### config.mk
export PLATFORM = sky130hd
export DESIGN_NAME = cascade_counter_fsm
export DESIGN_NICKNAME = d
export VERILOG_FILES = /design/src/rtl/cascade_counter_fsm.sv
export SDC_FILE = /design/constraint.sdc
export NUM_CORES = 1
export LEC_CHECK = 0
export BUFFER_PORTS_ARGS = -buffer_cell sky130_fd_sc_hd__buf_2
export CORE_UTILIZATION = 33
export DETAILED_ROUTE_END_ITERATION = 16
export GPL_TIMING_DRIVEN = 0
export MAX_ROUTING_LAYER = met4
export PLACE_DENSITY_LB_ADDON = 0.12
export SYNTH_ARGS = -nofsm -noshare
export SYNTH_HDL_FRONTEND = slang
export SYNTH_SLANG_ARGS = --single-unit
### constraint.sdc
create_clock -name clk -period 3.1 [get_ports clk]
set_input_delay 0.155 -clock clk [delete_from_list [all_inputs] [get_ports clk]]
set_output_delay 0.155 -clock clk [all_outputs]
set_load 0.01 [all_outputs]
### src/rtl/cascade_counter_fsm.sv
// Cascaded modulo-MODULUS digit counter with a 4-state control FSM, preload port and terminal-count pulse.
// Optional feature macro: CASCADE_COUNTER_AUTORELOAD_EN (terminal in RUN reloads the last preload value).
//
// Handshake: a preload is accepted on a rising edge where ld_valid && ld_ready. ld_ready depends only on
// state and clr, never on ld_valid, so the producer may hold ld_valid/ld_data until it sees ld_ready.
module cascade_counter_fsm #(
    parameter int WIDTH   = 4,
    parameter int STAGES  = 3,
    parameter int MODULUS = 16
) (
    input  logic                      clk,
    input  logic                      rst_n,
    input  logic                      clr,
    input  logic                      start,
    input  logic                      pause,
    input  logic                      dir,
    input  logic                      ld_valid,
    input  logic [WIDTH*STAGES-1:0]   ld_data,
    output logic                      ld_ready,
    output logic [WIDTH*STAGES-1:0]   count_o,
    output logic                      tc_o,
    output logic [1:0]                state_o
);

    localparam int CW = WIDTH * STAGES;
    localparam logic [WIDTH-1:0] DMAX = WIDTH'(MODULUS - 1);

    typedef enum logic [1:0] {
        S_IDLE  = 2'b00,
        S_RUN   = 2'b01,
        S_PAUSE = 2'b10,
        S_DONE  = 2'b11
    } state_e;

    state_e            state_q, state_d;
    logic [CW-1:0]     count_q, count_d;
    logic              tc_q, tc_d;
    logic [CW-1:0]     count_step;
    logic [CW-1:0]     ld_clamped;
    logic [STAGES-1:0] dig_max;
    logic [STAGES-1:0] dig_zero;
    logic [STAGES-1:0] en_up;
    logic [STAGES-1:0] en_dn;
    logic              at_term;
    logic              ld_accept;
    logic              counting;

    // Per-digit compare, clamp and single-step datapath.
    for (genvar g = 0; g < STAGES; g++) begin : g_digit
        logic [WIDTH-1:0] cur;
        logic [WIDTH-1:0] ld_dig;
        assign cur      = count_q[g*WIDTH +: WIDTH];
        assign ld_dig   = ld_data[g*WIDTH +: WIDTH];
        assign dig_max[g]  = (cur == DMAX);
        assign dig_zero[g] = (cur == '0);
        assign ld_clamped[g*WIDTH +: WIDTH] = (ld_dig > DMAX) ? DMAX : ld_dig;

        always_comb begin
            count_step[g*WIDTH +: WIDTH] = cur;
            if (dir) begin
                if (en_up[g]) begin
                    count_step[g*WIDTH +: WIDTH] = dig_max[g] ? '0 : cur + WIDTH'(1);
                end
            end else begin
                if (en_dn[g]) begin
                    count_step[g*WIDTH +: WIDTH] = dig_zero[g] ? DMAX : cur - WIDTH'(1);
                end
            end
        end
    end

    // Digit i moves only when every lower digit sits at its wrap point for the current direction.
    always_comb begin
        en_up[0] = 1'b1;
        en_dn[0] = 1'b1;
        for (int i = 1; i < STAGES; i++) begin
            en_up[i] = en_up[i-1] & dig_max[i-1];
            en_dn[i] = en_dn[i-1] & dig_zero[i-1];
        end
    end

    assign at_term = dir ? (&dig_max) : (&dig_zero);

`ifdef CASCADE_COUNTER_AUTORELOAD_EN
    logic [CW-1:0] reload_q;

    always_ff @(posedge clk or negedge rst_n) begin
        if (!rst_n) begin
            reload_q <= '0;
        end else if (clr) begin
            reload_q <= '0;
        end else if (ld_accept) begin
            reload_q <= ld_clamped;
        end
    end
`endif

    // FSM: state register.
    always_ff @(posedge clk or negedge rst_n) begin
        if (!rst_n) begin
            state_q <= S_IDLE;
        end else begin
            state_q <= state_d;
        end
    end

    // FSM: next state. A load in PAUSE keeps PAUSE for that edge; only IDLE+start may load and leave.
    always_comb begin
        state_d = state_q;
        if (clr) begin
            state_d = S_IDLE;
        end else begin
            case (state_q)
                S_IDLE: begin
                    if (start) state_d = S_RUN;
                end
                S_RUN: begin
                    if (pause) begin
                        state_d = S_PAUSE;
                    end else if (at_term) begin
`ifdef CASCADE_COUNTER_AUTORELOAD_EN
                        state_d = S_RUN;
`else
                        state_d = S_DONE;
`endif
                    end
                end
                S_PAUSE: begin
                    if (!ld_accept && !pause) state_d = S_RUN;
                end
                S_DONE: begin
                    state_d = S_IDLE;
                end
                default: begin
                    state_d = S_IDLE;
                end
            endcase
        end
    end

    // FSM: outputs decoded from state.
    always_comb begin
        ld_ready = ((state_q == S_IDLE) || (state_q == S_PAUSE)) && !clr;
        counting = (state_q == S_RUN) && !pause && !clr;
        state_o  = state_q;
    end

    assign ld_accept = ld_valid && ld_ready;

    // Count/terminal datapath next value: clr, then load, then counting.
    always_comb begin
        count_d = count_q;
        tc_d    = 1'b0;
        if (clr) begin
            count_d = '0;
        end else if (ld_accept) begin
            count_d = ld_clamped;
        end else if (counting) begin
            if (at_term) begin
                tc_d = 1'b1;
`ifdef CASCADE_COUNTER_AUTORELOAD_EN
                count_d = reload_q;
`endif
            end else begin
                count_d = count_step;
            end
        end
    end

    always_ff @(posedge clk or negedge rst_n) begin
        if (!rst_n) begin
            count_q <= '0;
            tc_q    <= 1'b0;
        end else begin
            count_q <= count_d;
            tc_q    <= tc_d;
        end
    end

    assign count_o = count_q;
    assign tc_o    = tc_q;

endmodule

==> results.yml, run 1 <==
drt:
  dr.pass1.iters: 4
  met3_wirelength_um: 145
  drc: 0
  ant_nets: 0
  wirelength_met1_mm: 1.650
  drt_iter0_markers: 78
  top_layer: "met4"
  wl_per_cell_um: 14.27
  wl_met2_mm: 1.618
  wirelength_mm: 3.453
  viasPerCell: 5.355
  num_vias: 1296
power_and_ir_drop:
  vdd_ir_drop_max_v: 0.0001783
  clkPwrFrac_pct: 28.9
  pwr-share-seq_pct: 40.6
  power.density_mw_per_mm2: 370.9
  p_int_uw: 380.2
  combPwrFrac_pct: 30.5
  leakagePower_nw: 0.7432
  switching_power_uw: 199.4
  switching_share_pct: 34.40
die:
  die_width_um: 64.19
  ios: 35
  start_util_pct: 34.60
  design.die.area_mm2: 0.004120
  core_mm2: 0.003689
  row_count: 22
  die_h_um: 64.19
grt:
  grt_usage_pct: 19.65
  antenna_found_initial: 0
  grt_pass1_wl_mm: 6.106
  grt_start_max_net_pins: 16
  grt_pass1_vias: 1273
  grt_overflow_total: 0
logic_synthesis:
  yosys.area_share.adder_pct: 5.882
  ys.warnings.count: 0
  synthTopCellsByArea: "dfrtp_1, ha_1, o21ai_0"
  syn-instance-count: 155
  async_flop_share_pct: 100.0
  synth_compound_area_share_pct: 25.59
  yosys_register_bits: 15
  synth_cell_types: 49
  yosysTopAreaCell: "dfrtp_1"
  syn_avg_cell_area_um2: 8.234
  synth_top_family_by_area: "compound AO/OA/AOI/OAI gates"
  synth-xor-area-share_pct: 3.431
  synth_top_area_share_pct: 29.41
  synthFlopType: "dfrtp_1"
  ys_seq_area_share_pct: 29.41
  synth_edf_count: 0
  synth_simple_gate_area_share_pct: 23.33
  syn_area_mm2: 0.001276
  syn_nets: 180
  muxShareOfSynthArea_pct: 4.902
cells_and_area:
  fin_nets: 220
  post_route_cells_drive_above_1_share_pct: 24.23
  diodes: 0
  multiInputGateArea_um2: 805.8
  syn_to_final_growth_pct: 22.45
  fillers: 400
  seqCellArea_um2: 375.4
  utilization_pct: 42.37
worst_setup_path:
  cp_common_cell: "buf_6"
  crit_path_top_delay_cell: "or4_4"
  slowest_delay_ps: 490
  worstPathMaxFanout: 8
  cp-start-kind: "flop"
  r2r_setup_slack_ps: 420
  crit_chain: "inv_1 -> ha_1 -> or3b_2 -> or4_4 -> buf_6 -> and3b_1 -> buf_6 -> and3_1 -> o41ai_2"
  arrival_ps: 2840
  worstSetupEndpointType: "flop"
  cp.required_ps: 3260
  worstSetupPathType: "flop to flop"
clock_tree:
  cts_buffers: 3
  postCtsSetupBuffers: 0
  cts-root-buf: "clkbuf_8"
  cts.path.max_buffers: 2
  clkTransAtPathRegs_ps: 70
  tritoncts: "yes"
  cts.sinks: 15
  clk_latency_ps: 260
  htreeDepth: 1
timing:
  fin_tns_setup_ps: 0
  timing.fmax_ghz: 0.3731
  finalHoldViolations: 0
  rsz0062_at_grt: "no"
  worst_pin_slew_ps: 944.9
  slew_viol_final: 0
  post-route-period-util_pct: 86.47
  setup_violations: 0
  min_period_ps: 2680
  clock_skew_ps: 6.294
  holdWs_ps: 110.0
  maxSlewHeadroom_pct: 36.12
placement:
  io_buffers: 34
  gp_congestion: 0.8145
  dp_hpwl_mm: 2.607
run:
  maxCapViolations: 0
run_status:
  outcome: "finished, final reports clean"
worst_hold_path:
  hp-class: "input pin to flop"
## final cells by class
class                      count  area share, %
buffer                         9          3.203
clock buffer                   3          2.642
clock inverter                 1         0.3203
inverter                      12          2.882
multi-input combinational    119          51.56
sequential                    15          24.02
tap                           48          3.843
timing repair buffer          35          11.53
## through the flow
step           worst slack [ps]  area (um2)  cells  total power [mW]
2_1_floorplan             549.3        1276    155            0.3529
3_3_place_gp              439.4        1506    237            0.4099
3_5_place_dp              414.1        1506    237            0.4146
4_1_cts                   402.5        1563    242            0.5854
5_1_grt                   252.6        1563    242            0.6215
6_report                  419.6        1563    242            0.5796
## per-layer routing
layer / up-vias / GRT usage [%]
met5: - / -
met4: 0 / 6.111
met3: 5 / 2.321
met2: 34 / 31.91
met1: 609 / 25.49
li1: 648 / -
## cells by family (layout without fill, tap and decap cells)
group | Yosys count | in the layout
mux | 6 | 6
compound gates | 49 | 49
simple gates | 53 | 53
buf+inv | 21 | 60
flops | 15 | 15
fa+ha+maj | 6 | 6
xor+xnor | 5 | 5
## power by group through the flow
stage | Clock, mW | Combinational, mW | Sequential (mW)
after global routing | 0.183 | 0.199 | 0.239
after floorplan | 0 | 0.112 | 0.241
after CTS | 0.172 | 0.178 | 0.235
after detailed placement | 0 | 0.176 | 0.239
final | 0.167 | 0.177 | 0.235
after global placement | 0 | 0.172 | 0.238
## flip-flops by register name, indices dropped and copies added, names as in the netlist
signal   cells
count_o     12
state_o      2
tc_o         1
## cell usage after synthesis (3+ instances only)
| library cell | count |
|---|---|
| inv_1 | 12 |
| clkbuf_1 | 6 |
| nor4b_1 | 3 |
| nor2_1 | 9 |
| dfrtp_1 | 15 |
| nand3_1 | 13 |
| ha_1 | 6 |
| nand2_1 | 9 |
| mux2i_1 | 4 |
| o21bai_1 | 3 |
| a21oi_1 | 12 |
| o21ai_0 | 14 |
| nand4_1 | 3 |
| xnor2_1 | 4 |
## placed cells by master, fill, tap and decap left out, types with 3 or more instances in the layout
cell type	synthesis	layout
xnor2_1	4	4
nor4b_1	3	3
clkbuf_8	0	3
nand3_1	13	13
mux2i_1	4	4
o21bai_1	3	3
nand2_1	9	9
inv_1	12	12
ha_1	6	6
dfrtp_1	15	15
a21oi_1	12	12
buf_2	1	35
nor2_1	9	9
o21ai_0	14	14
clkbuf_1	6	6
nand4_1	3	3
## worst max-delay path, delay by kind of cell, from the launching register on
kind | cells | cell delay [ps]
adder cells (fa/ha/maj) | 1 | 240
buffers and inverters | 3 | 400
AND/OR/NAND/NOR | 4 | 1290
AO/OA/AOI/OAI | 1 | 190
flip-flops | 1 | 460
## timing repair
action | CTS | global route
hold buffers | 1 | 0
endpoints found under the hold margin | 15 | 0
setup endpoints to repair | 0 | 0
gates resized for setup | 0 | 0
## worst paths after layout
| path | start | to | cells after the start |
|---|---|---|---|
| max in group asynchronous | rst_n | count_o[9]$_DFFE_PN0P_ | 2 |
| worst max-delay path | count_o[0]$_DFFE_PN0P_ | count_o[4]$_DFFE_PN0P_ | 9 |
| min in group asynchronous | rst_n | count_o[0]$_DFFE_PN0P_ | 2 |
| worst min register to register | state_o[1]$_DFFE_PN0P_ | state_o[1]$_DFFE_PN0P_ | 2 |
| worst max register to register | count_o[0]$_DFFE_PN0P_ | count_o[4]$_DFFE_PN0P_ | 9 |
| worst min-delay path | ld_data[4] | count_o[4]$_DFFE_PN0P_ | 3 |
Power figures use the tool's default switching activity.
==> run 2: changes to the inputs <==
--- a/config.mk
+++ b/config.mk
@@ -5,7 +5,7 @@
 export SDC_FILE = /design/constraint.sdc
 export NUM_CORES = 1
 export LEC_CHECK = 0
-export BUFFER_PORTS_ARGS = -buffer_cell sky130_fd_sc_hd__buf_2
+export BUFFER_PORTS_ARGS = -buffer_cell sky130_fd_sc_hd__clkbuf_2
 export CORE_UTILIZATION = 33
 export DETAILED_ROUTE_END_ITERATION = 16
 export GPL_TIMING_DRIVEN = 0
==> run 2 against run 1 <==
Compared with the run above:
- sequential cell count stayed put
- total power grew 0.13%
- utilization is the same
- critical path type unchanged
- sequential share of layout area stayed put
- largest cell class unchanged
==> results.yml, run 2 (synthesized netlist as in run 1, its figures left out) <==
die:
  ios: 35
  row_count: 22
  design.die.area_mm2: 0.004120
  die_width_um: 64.19
  start_util_pct: 34.60
  die_h_um: 64.19
  core_mm2: 0.003689
clock_tree:
  clkTransAtPathRegs_ps: 70
  cts_buffers: 3
  tritoncts: "yes"
  htreeDepth: 1
  cts.path.max_buffers: 2
  clk_latency_ps: 250
  postCtsSetupBuffers: 0
  cts.sinks: 15
  cts-root-buf: "clkbuf_8"
drt:
  drc: 0
  wl_per_cell_um: 14.43
  viasPerCell: 5.368
  drt_iter0_markers: 84
  num_vias: 1299
  ant_nets: 0
  wirelength_mm: 3.492
  dr.pass1.iters: 4
timing:
  setup_violations: 0
  rsz0062_at_grt: "no"
  clock_skew_ps: 5.981
  worst_pin_slew_ps: 875.8
  finalHoldViolations: 0
  post-route-period-util_pct: 87.70
  maxSlewHeadroom_pct: 40.79
  timing.fmax_ghz: 0.3678
  fin_tns_setup_ps: 0
  slew_viol_final: 0
  min_period_ps: 2719
power_and_ir_drop:
  leakagePower_nw: 0.7382
  p_int_uw: 379.9
  power.density_mw_per_mm2: 371.3
  vdd_ir_drop_max_v: 0.0001455
  combPwrFrac_pct: 30.4
  switching_power_uw: 200.5
  clkPwrFrac_pct: 29.0
  switching_share_pct: 34.54
  pwr-share-seq_pct: 40.6
placement:
  dp_hpwl_mm: 2.686
  io_buffers: 34
  gp_congestion: 0.8127
grt:
  grt_pass1_vias: 1276
  grt_overflow_total: 0
  grt_pass1_wl_mm: 6.141
  antenna_found_initial: 0
  grt_start_max_net_pins: 16
  grt_usage_pct: 19.87
worst_setup_path:
  worstPathMaxFanout: 8
  worstSetupPathType: "flop to flop"
  arrival_ps: 2870
  cp-start-kind: "flop"
  worstSetupEndpointType: "flop"
  cp.required_ps: 3250
cells_and_area:
  final_cell_mix: "clkbuf_2, dfrtp_1, o21ai_0"
  syn_to_final_growth_pct: 22.45
  diodes: 0
  fin_nets: 220
  utilization_pct: 42.37
  largest_reg_flops: 12
  post_route_cells_drive_above_1_share_pct: 24.23
  final_common_cell: "clkbuf_2"
run:
  maxCapViolations: 0
run_status:
  outcome: "finished, final reports clean"
worst_hold_path:
  hp-class: "input pin to flop"
==> run 2: timing repair <==
| item | in CTS | in global routing |
|---|---|---|
| resized for setup | 0 | 0 |
| endpoints found under the hold margin | 15 | 0 |
| hold buffers | 1 | 0 |
==> run 2: area by class of cell <==
type                       instances  area (um2)
buffer                             9       50.05
sequential                        15       375.4
inverter                          12       45.04
fill                             412        2126
multi-input combinational        119       805.8
clock buffer                       3       41.29
clock inverter                     1       5.005
timing repair buffer              35       180.2
tap                               48       60.06
==> run 2: worst paths after layout <==
kind | start | endpoint | slack (ps) | cells after the start
worst min register to register | state_o[1]$_DFFE_PN0P_ | state_o[1]$_DFFE_PN0P_ | 630 | 2
worst min-delay path | ld_data[7] | count_o[7]$_DFFE_PN0P_ | 110 | 3
max in group asynchronous | rst_n | count_o[9]$_DFFE_PN0P_ | 2450 | 2
min in group asynchronous | rst_n | count_o[0]$_DFFE_PN0P_ | 360 | 2
worst max register to register | count_o[0]$_DFFE_PN0P_ | count_o[8]$_DFFE_PN0P_ | 380 | 8
worst max-delay path | count_o[0]$_DFFE_PN0P_ | count_o[8]$_DFFE_PN0P_ | 380 | 8
==> run 2: power groups by stage <==
stage	sequential, mW	combinational [mW]	clock, mW
after floorplan	0.241	0.112	0
after CTS	0.236	0.178	0.172
final	0.236	0.177	0.168
after global placement	0.238	0.172	0
after detailed placement	0.240	0.177	0
after global routing	0.240	0.200	0.183
==> run 2: worst max-delay path: stages (launching register included) <==
cell      delay, ps
dfrtp_1         470
inv_1           130
ha_1            260
or3b_2          490
or4_4           490
buf_6           140
nand4_1         220
o21ai_0         140
a221oi_1        280
==> run 2: routing by layer <==
| metal | vias to the layer above | GRT usage [%] | part of all wire [%] |
|---|---|---|---|
| met5 | - | - | 0 |
| met1 | 612 | 25.11 | 46 |
| met4 | 0 | 7.500 | 0.60 |
| li1 | 651 | - | - |
| met2 | 34 | 32.58 | 49 |
| met3 | 2 | 2.143 | 3.8 |
==> run 2: through the flow <==
| step | hold WS [ps] | power [mW] | area [um2] | std cells | setup slack, ps |
|---|---|---|---|---|---|
| after global routing | 121.4 | 0.6226 | 1563 | 242 | 174.6 |
| after global placement | 105.2 | 0.4103 | 1506 | 237 | 453.2 |
| final | 105.7 | 0.5803 | 1563 | 242 | 381.2 |
| after CTS | 106.6 | 0.5865 | 1563 | 242 | 364.0 |
| after floorplan | -140.6 | 0.3529 | 1276 | 155 | 549.3 |
| after detailed placement | 118.8 | 0.4160 | 1506 | 237 | 389.3 |
==> run 3: changes to the inputs <==
--- a/config.mk
+++ b/config.mk
@@ -6,6 +6,7 @@
 export NUM_CORES = 1
 export LEC_CHECK = 0
 export BUFFER_PORTS_ARGS = -buffer_cell sky130_fd_sc_hd__clkbuf_2
+export CORE_ASPECT_RATIO = 1.5
 export CORE_UTILIZATION = 33
 export DETAILED_ROUTE_END_ITERATION = 16
 export GPL_TIMING_DRIVEN = 0
==> run 3 against run 2 <==
Compared with the run above:
- final area fell by 0.48%
- first-iteration DRC count fell by 65%
- sequential cell count did not move
- worst hold slack improved by 17 ps
- largest cell class unchanged
- die area rose by 0.13%
- setup slack got worse by 26 ps
- highest routed layer unchanged
- critical path type unchanged
- register-to-register slack got worse by 30 ps
- largest power group unchanged
- via count rose by 1.5%
==> results.yml, run 3 (synthesized netlist as in run 1, its figures left out) <==
die:
  core_mm2: 0.003682
  die_width_um: 52.78
  row_count: 27
  start_util_pct: 34.66
  ios: 35
  design.die.area_mm2: 0.004125
  die_h_um: 78.17
power_and_ir_drop:
  pwr-share-seq_pct: 41.2
  switching_share_pct: 33.56
  clkPwrFrac_pct: 28.2
  vdd_ir_drop_max_v: 0.0001899
  power.density_mw_per_mm2: 369.4
  combPwrFrac_pct: 30.6
  switching_power_uw: 192.8
  leakagePower_nw: 0.7355
  p_int_uw: 381.8
worst_setup_path:
  endpoint: "count_o[4]$_DFFE_PN0P_"
  r2r-start: "count_o[0]$_DFFE_PN0P_"
  worstSetupEndpointType: "flop"
  r2r_setup_slack_ps: 360
  setup.worst_path.start: "count_o[0]$_DFFE_PN0P_"
  arrival_ps: 2890
  worstPathMaxFanout: 8
  cp.required_ps: 3250
  cp-start-kind: "flop"
  ff2ff_path_depth: 9
  regToRegEndpoint: "count_o[4]$_DFFE_PN0P_"
  worstSetupPathType: "flop to flop"
timing:
  maxSlewHeadroom_pct: 30.57
  rsz0062_at_grt: "no"
  fin_tns_setup_ps: 0
  timing.fmax_ghz: 0.3643
  setup_violations: 0
  worst_pin_slew_ps: 1027
  min_period_ps: 2745
  finalHoldViolations: 0
  slew_viol_final: 0
  clock_skew_ps: 3.187
  post-route-period-util_pct: 88.55
placement:
  dp_hpwl_mm: 2.692
  io_buffers: 34
  gp_congestion: 0.7850
cells_and_area:
  fillers: 380
  largest_reg_flops: 12
  fin_nets: 220
  diodes: 0
  final_common_cell: "clkbuf_2"
  post_route_cells_drive_above_1_share_pct: 23.71
  multiInputGateArea_um2: 805.8
  seqCellArea_um2: 375.4
  final_cell_mix: "clkbuf_2, dfrtp_1, o21ai_0"
  syn_to_final_growth_pct: 21.86
  utilization_pct: 42.24
run_status:
  outcome: "finished, final reports clean"
drt:
  wl_per_cell_um: 14.63
  drt_iter0_markers: 29
  ant_nets: 0
  viasPerCell: 5.561
  drc: 0
  wirelength_mm: 3.468
  num_vias: 1318
  dr.pass1.iters: 4
clock_tree:
  cts_buffers: 3
  cts.sinks: 15
  clk_latency_ps: 250
  htreeDepth: 1
  clkTransAtPathRegs_ps: 60
  postCtsSetupBuffers: 0
  tritoncts: "yes"
  cts.path.max_buffers: 2
  cts-root-buf: "clkbuf_8"
worst_hold_path:
  hp-class: "input pin to flop"
  min_path_cells: 3
grt:
  grt_start_max_net_pins: 16
  antenna_found_initial: 0
  grt_pass1_vias: 1256
  grt_overflow_total: 0
  grt_usage_pct: 18.88
  grt_pass1_wl_mm: 5.796
run:
  maxCapViolations: 0
==> run 3: changes by cell type in the layout (fill, tap and decap cells not counted), sizes merged <==
| cell | previous run | this run |
|---|---|---|
| clkbuf | 43 | 44 |
| clkinv | 1 | 0 |
==> run 3: area by class of cell <==
type                    count  share of cell area (%)
plain buffers               9                   3.218
clock buffers               4                   2.896
inverters                  12                   2.896
multi-input cells         119                   51.81
flip-flops and latches     15                   24.14
well taps                  43                   3.459
repair buffers             35                   11.58
==> run 3: how the worst min path moves through the flow <==
stage,startpoint,end
2_1_floorplan,rst_n,count_o[0]$_DFFE_PN0P_
3_3_place_gp,rst_n,count_o[11]$_DFFE_PN0P_
3_5_place_dp,rst_n,count_o[5]$_DFFE_PN0P_
4_1_cts,ld_data[4],count_o[4]$_DFFE_PN0P_
5_1_grt,ld_data[4],count_o[4]$_DFFE_PN0P_
6_report,ld_data[7],count_o[7]$_DFFE_PN0P_
==> run 3: critical path, cell delays in order, from the launching register on <==
cell	delay (ps)
dfrtp_1	470
inv_1	140
ha_1	240
or3b_2	500
or4_4	500
buf_6	150
and3b_1	160
buf_6	130
and3_1	170
o41ai_2	180
==> run 3: routing by layer <==
layer  track usage (%)  vias up  share of wire (%)  wire length, um
li1                  -      650                  -                -
met1             22.38      631                 45             1545
met2             32.41       33                 51             1772
met3             2.326        4                3.2              111
met4             5.526        0                1.2               40
met5                 -        -                  0                0
==> run 3: power groups by stage <==
stage	sequential (mW)	clock, mW	combinational, mW
3_3_place_gp	0.237	0	0.172
2_1_floorplan	0.241	0	0.112
4_1_cts	0.236	0.166	0.177
3_5_place_dp	0.239	0	0.176
5_1_grt	0.240	0.172	0.198
6_report	0.236	0.162	0.176
==> run 3: timing repair <==
action                                 in CTS  in global routing
hold buffers                                1                  0
gates resized for setup                     0                  0
endpoints found under the hold margin      15                  0
==> run 3: metrics by stage <==
stage          total power [mW]  area, um2  hold WS, ps  instances  setup slack, ps
2_1_floorplan            0.3529       1276       -140.6        155            549.3
3_3_place_gp             0.4096       1500        114.7        232            471.4
3_5_place_dp             0.4153       1500        108.6        232            399.3
4_1_cts                  0.5789       1555        118.9        237            387.6
5_1_grt                  0.6097       1555        126.1        237            245.6
6_report                 0.5746       1555        123.1        237            355.1
